<file path="src/rtl/e203_exu_longp_wbck_src.sv">
// Long-pipe write-back source: holds LSU and MULDIV completions in one-entry
// registers and releases them strictly in OITF order as a valid/ready stream.
//
// Ports:
//   clk, rst                 clock, synchronous active-high reset
//   lsu_i_* / div_i_*        completion inputs (valid/ready, data, flags, tag)
//   oitf_*                   OITF head view (empty, tag, rd index/wen/fpu)
//   oitf_ret_ena             pops the OITF head when its entry retires
//   longp_wbck_o_*           write-back request toward the final arbiter
module e203_exu_longp_wbck_src #(
    parameter int XLEN    = 32,
    parameter int FLEN    = 32,
    parameter int RFIDX_W = 5,
    parameter int ITAG_W  = 2
) (
    input  logic               clk,
    input  logic               rst,
    input  logic               lsu_i_valid,
    output logic               lsu_i_ready,
    input  logic [FLEN-1:0]    lsu_i_wdat,
    input  logic [ITAG_W-1:0]  lsu_i_itag,
    input  logic               div_i_valid,
    output logic               div_i_ready,
    input  logic [FLEN-1:0]    div_i_wdat,
    input  logic [4:0]         div_i_flags,
    input  logic [ITAG_W-1:0]  div_i_itag,
    input  logic               oitf_empty,
    input  logic [ITAG_W-1:0]  oitf_ret_ptr,
    input  logic [RFIDX_W-1:0] oitf_ret_rdidx,
    input  logic               oitf_ret_rdwen,
    input  logic               oitf_ret_rdfpu,
    output logic               oitf_ret_ena,
    output logic               longp_wbck_o_valid,
    input  logic               longp_wbck_o_ready,
    output logic [FLEN-1:0]    longp_wbck_o_wdat,
    output logic [4:0]         longp_wbck_o_flags,
    output logic [RFIDX_W-1:0] longp_wbck_o_rdidx,
    output logic               longp_wbck_o_rdfpu
);

    if (FLEN < XLEN) begin : g_bad_flen
        $error("FLEN must be at least XLEN");
    end

    logic              lsu_vld_q, lsu_vld_d;
    logic [FLEN-1:0]   lsu_wdat_q, lsu_wdat_d;
    logic [ITAG_W-1:0] lsu_itag_q, lsu_itag_d;

    logic              div_vld_q, div_vld_d;
    logic [FLEN-1:0]   div_wdat_q, div_wdat_d;
    logic [4:0]        div_flags_q, div_flags_d;
    logic [ITAG_W-1:0] div_itag_q, div_itag_d;

    logic m_lsu, m_div;
    logic sel_lsu, sel_div, sel_vld;
    logic ret_lsu, ret_div;

    always_comb begin
        // Outputs are forced idle while reset is applied, whatever the holds contain.
        m_lsu   = ~rst & lsu_vld_q & ~oitf_empty & (lsu_itag_q == oitf_ret_ptr);
        m_div   = ~rst & div_vld_q & ~oitf_empty & (div_itag_q == oitf_ret_ptr);
        sel_lsu = m_lsu;
        sel_div = ~m_lsu & m_div;
        sel_vld = m_lsu | m_div;

        longp_wbck_o_valid = sel_vld & oitf_ret_rdwen;
        longp_wbck_o_wdat  = '0;
        longp_wbck_o_flags = '0;
        longp_wbck_o_rdidx = '0;
        longp_wbck_o_rdfpu = 1'b0;
        if (sel_lsu) begin
            longp_wbck_o_wdat = lsu_wdat_q;
        end else if (sel_div) begin
            longp_wbck_o_wdat  = div_wdat_q;
            longp_wbck_o_flags = div_flags_q;
        end
        if (sel_vld) begin
            longp_wbck_o_rdidx = oitf_ret_rdidx;
            longp_wbck_o_rdfpu = oitf_ret_rdfpu;
        end

        // No-write entries retire immediately; others wait for the arbiter.
        oitf_ret_ena = sel_vld & (oitf_ret_rdwen ? longp_wbck_o_ready : 1'b1);
        ret_lsu      = oitf_ret_ena & sel_lsu;
        ret_div      = oitf_ret_ena & sel_div;

        lsu_i_ready = rst | ~lsu_vld_q | ret_lsu;
        div_i_ready = rst | ~div_vld_q | ret_div;

        lsu_vld_d   = lsu_vld_q;
        lsu_wdat_d  = lsu_wdat_q;
        lsu_itag_d  = lsu_itag_q;
        div_vld_d   = div_vld_q;
        div_wdat_d  = div_wdat_q;
        div_flags_d = div_flags_q;
        div_itag_d  = div_itag_q;

        if (ret_lsu) lsu_vld_d = 1'b0;
        if (ret_div) div_vld_d = 1'b0;
        // A load in the retire cycle overrides the clear.
        if (lsu_i_valid & lsu_i_ready) begin
            lsu_vld_d  = 1'b1;
            lsu_wdat_d = lsu_i_wdat;
            lsu_itag_d = lsu_i_itag;
        end
        if (div_i_valid & div_i_ready) begin
            div_vld_d   = 1'b1;
            div_wdat_d  = div_i_wdat;
            div_flags_d = div_i_flags;
            div_itag_d  = div_i_itag;
        end
    end

    always_ff @(posedge clk) begin
        if (rst) begin
            lsu_vld_q   <= 1'b0;
            lsu_wdat_q  <= '0;
            lsu_itag_q  <= '0;
            div_vld_q   <= 1'b0;
            div_wdat_q  <= '0;
            div_flags_q <= '0;
            div_itag_q  <= '0;
        end else begin
            lsu_vld_q   <= lsu_vld_d;
            lsu_wdat_q  <= lsu_wdat_d;
            lsu_itag_q  <= lsu_itag_d;
            div_vld_q   <= div_vld_d;
            div_wdat_q  <= div_wdat_d;
            div_flags_q <= div_flags_d;
            div_itag_q  <= div_itag_d;
        end
    end

    // OITF tags are unique, so both holds can never match the head together.
    a_one_head_match: assert property (
        @(posedge clk) disable iff (rst) !(m_lsu && m_div)
    );

endmodule

</file>
<file path="config.mk">
export PLATFORM = sky130hd
export DESIGN_NAME = e203_exu_longp_wbck_src
export DESIGN_NICKNAME = d
export VERILOG_FILES = /design/src/rtl/e203_exu_longp_wbck_src.sv
export SDC_FILE = /design/constraint.sdc
export NUM_CORES = 1
export LEC_CHECK = 0
export ABC_AREA = 1
export CORE_MARGIN = 1.5
export CORE_UTILIZATION = 45
export DETAILED_ROUTE_END_ITERATION = 7
export PLACE_DENSITY = 0.8
export SYNTH_ARGS = -nofsm -noshare
export SYNTH_HDL_FRONTEND = slang
export SYNTH_SLANG_ARGS = --single-unit
</file>
<file path="constraint.sdc">
create_clock -name clk -period 1.7 [get_ports clk]
set_input_delay 0.255 -clock clk [delete_from_list [all_inputs] [get_ports clk]]
set_output_delay 0.255 -clock clk [all_outputs]
set_load 0.02 [all_outputs]
</file>
==> results.md <==
* Slowest CP cell: dfxtp_2
* Max stage delay on crit path at 340 ps
* Status: finished, violations left
* Crit start category: flip-flop
* Worst hold stages at 3
* Clock power frac at 0.331
* Final hold viol count at 0
* Synth Cell Area at ~3800 um2
* CP required at roughly 1400 ps
* Yosys reg bits at 75
* Clock Tree Root: clkbuf_8
* 1st-iter DRT viols at about 210
* Seq/Total Area, Yosys at 0.399
* Register clock-pin slew on the reported worst setup and hold paths at roughly 80 ps
* Setup TNS at -11820 ps
* Pin count of the biggest net entering global routing at 80
* Clk buf depth at 2
* Sw power at between 1 and 1.5 mW
* Die H at between 90 and 100 um
* Worst Hold Class: in -> reg
* First-pass GRT wire length at ~18000 um
* Top post-synthesis cells by area: dfxtp_1 40%, nand2_1 15%, nand3_1 13%
* Starting Density at 0.461
* # diodes at 0
* Worst path bufs/invs at 4
* Yosys cell types at 21
* # setup viols final at 88
* IO Pins at ~140
* Final Cycle Share at 1.13
* Wire length per cell at around 18 um
* GPL Wtd Cong at 0.799
* Slew margin rel. at 0.676
* Worst VDD drop at roughly 630 uV
* Final slew viol count at 0
* Internal at between 3 and 4 mW
* Worst-Margin Slew at a little under 500 ps
* Pwr Total at approximately 4.6 mW
* FP Rows at 33
* Vias per inst at ~5.5
* Setup ws final at -214 ps
* Tmin final at roughly 1900 ps
* Skew final at approximately 11 ps
* Sequential share of power at 0.432
* MaxCap Viol Count at 0
* Mean Syn Cell Area at 6.58 um2
* GR Layer Usage met2 at 0.458
* Initial antenna violation count at 0
* DIE AREA at 8920 um2
* Worst r2r path cells at 15
* Core area at 8180 um2
* WHS at 359 ps
* Met1 Resource Use GR at 0.320
* LEAKAGE at approximately 3 nW
* Synth area leader: dfxtp_1
* Met3 Use GR at 0.0459
* Synth Warn # at 0
* Critical Setup Path Class: reg -> out
* # clock sinks at 75
* Global route total overflow at 0
* Dpl hpwl at 7420 um
* Combinational fraction of design power at 0.237
* Worst path depth at 10
* Worst skew pair latency at ~350 ps
* I/O Buffers at around 130
* GRT Total Usage at 0.260
* Worst path top cell family by delay: buffers and inverters
* Vias at 4569
* Nets at slightly above 800
* Count leader, synth: nand2_1
* P&R area growth vs syn at 72.5%
* Final wirelength at between 10000 and 15000 um
* CP Max Fanout at 8
* Unrepaired setup endpoints after global routing: true
* Synth top area share at 0.399
* H-tree lvl count at 3
* Die W at about 94 um
* Max Clk Rate at roughly 520 MHz
* Post-route DRC at 0
* Async set-reset flop share out of synthesis at 0
* Filler cells at approximately 500
* PwrDens at about 710 nW/um2
* Hold-fix buffer count after cts at 0
* Net Sw Frac at 0.286
* Synth top cells by count: 149 x nand2_1, 98 x nand3_1, 75 x dfxtp_1
* Crit path arrival time at roughly 1700 ps
* Net Count, Synth at between 600 and 700
* Synthesized instance count at between 500 and 600
* DR pass1 iterations at 5
* Number of global-route vias before repair at around 3.9k
* Layout cell share with drive strength beyond 1 at 0.331
* Number of synthesized flops with an enable pin at 0
* Worst Setup End Kind: output port
* Most common cell on crit path: nand2_2
* TritonCTS clock tree: done
* CTS buffer count at 9
* Synth Flop Type: dfxtp_1
* Antenna Nets Post-Route at 0
* Failing checks: setup timing
* Most Crowded Layer GR: met2
* Crit path cell chain: inv_2, nand2_2, nand2_2, nand2_2, nor2_4, buf_12, buf_12, nand3_4, nand2_4, buf_6
[layer usage]
metal  up-vias  wire length (um)
met5         -                 0
met3        67              1260
li1       2124                 -
met1      2127              5560
met2       251              7150
met4         0               611
[state kept, by name, indices dropped and copies added, names as in the netlist]
register     flops
lsu_wdat_q      32
lsu_vld_q        1
lsu_itag_q       2
div_vld_q        1
div_wdat_q      32
div_flags_q      5
div_itag_q       2
[layout by cell type (no fill, tap or decap), types with 4 or more instances in the layout]
cell             instances
inv_1                   54
buf_16                   4
buf_8                    5
buf_12                  11
a21oi_1                 55
nand2_2                 33
nand3_1                 55
a21oi_2                 18
nor2_4                   4
buf_4                   20
dfxtp_2                  5
clkbuf_16               10
clkdlybuf4s50_1         81
buf_2                    9
nand2_1                117
nand3_4                  6
dfxtp_1                 70
buf_6                   40
nor2_1                  50
clkbuf_8                 9
nand3_2                 46
[kinds of logic after synthesis]
| family | synth area share |
|---|---|
| AND/OR/NAND/NOR | 0.373 |
| buffers and inverters | 0.124 |
| AO/OA/AOI/OAI | 0.103 |
| flip-flops | 0.399 |
| XOR/XNOR | 0.00233 |
[final timing paths]
| path | from | endpoint | slack, ps |
|---|---|---|---|
| max reg2reg | div_itag_q[0]$_SDFFE_PP0P_ | div_flags_q[3]$_SDFFE_PP0P_ | -180 |
| min reg2reg | lsu_wdat_q[16]$_SDFFE_PP0P_ | lsu_wdat_q[16]$_SDFFE_PP0P_ | 460 |
| min | lsu_i_valid | lsu_wdat_q[2]$_SDFFE_PP0P_ | 360 |
| max | div_itag_q[0]$_SDFFE_PP0P_ | div_i_ready | -210 |
[what timing repair did]
item	CTS	global route
setup endpoints to repair	121	121
cloned	4	14
buffers inserted	1	11
pin swaps	15	54
resized for setup	304	110
[power groups by stage]
stage          Sequential, mW  Combinational (mW)  Clock [mW]
2_1_floorplan            1.98               0.443           0
3_3_place_gp             1.99               0.744           0
3_5_place_dp             1.99               0.768           0
4_1_cts                  1.96               0.833        1.52
5_1_grt                  1.99                1.16        1.63
6_report                 1.98                1.09        1.52
[stage by stage]
stage | instance area, um2 | worst slack [ps] | cells | utilization
after floorplan | 3760 | 84.0 | 572 | -
after global placement | 5210 | -708 | 787 | 0.637
after detailed placement | 5210 | -805 | 787 | 0.637
after CTS | 5660 | -180 | 808 | 0.692
after global routing | 6490 | -279 | 832 | 0.794
final | 6490 | -214 | 832 | 0.794
[cell type report]
cell class / count / area [um2] / area share
multi-input cells: 394 / 2270 / 0.350
repair buffers: 183 / 2140 / 0.329
flip-flops and latches: 75 / 1510 / 0.232
inverters: 59 / 226 / 0.0349
well taps: 105 / 131 / 0.0202
clock buffers: 10 / 128 / 0.0196
clock inverters: 6 / 90.1 / 0.0139
[worst register-to-register path, stage by stage (launching register included)]
cell	delay, ps
dfxtp_2	340
inv_2	50
nand2_2	60
nand2_2	70
nand2_2	70
nor2_4	100
buf_12	170
buf_12	140
nand3_4	70
nand2_4	110
buf_12	140
buf_6	100
buf_8	130
nand3_2	70
nand2_1	100
nor2_1	60
Power figures use the tool's default switching activity.
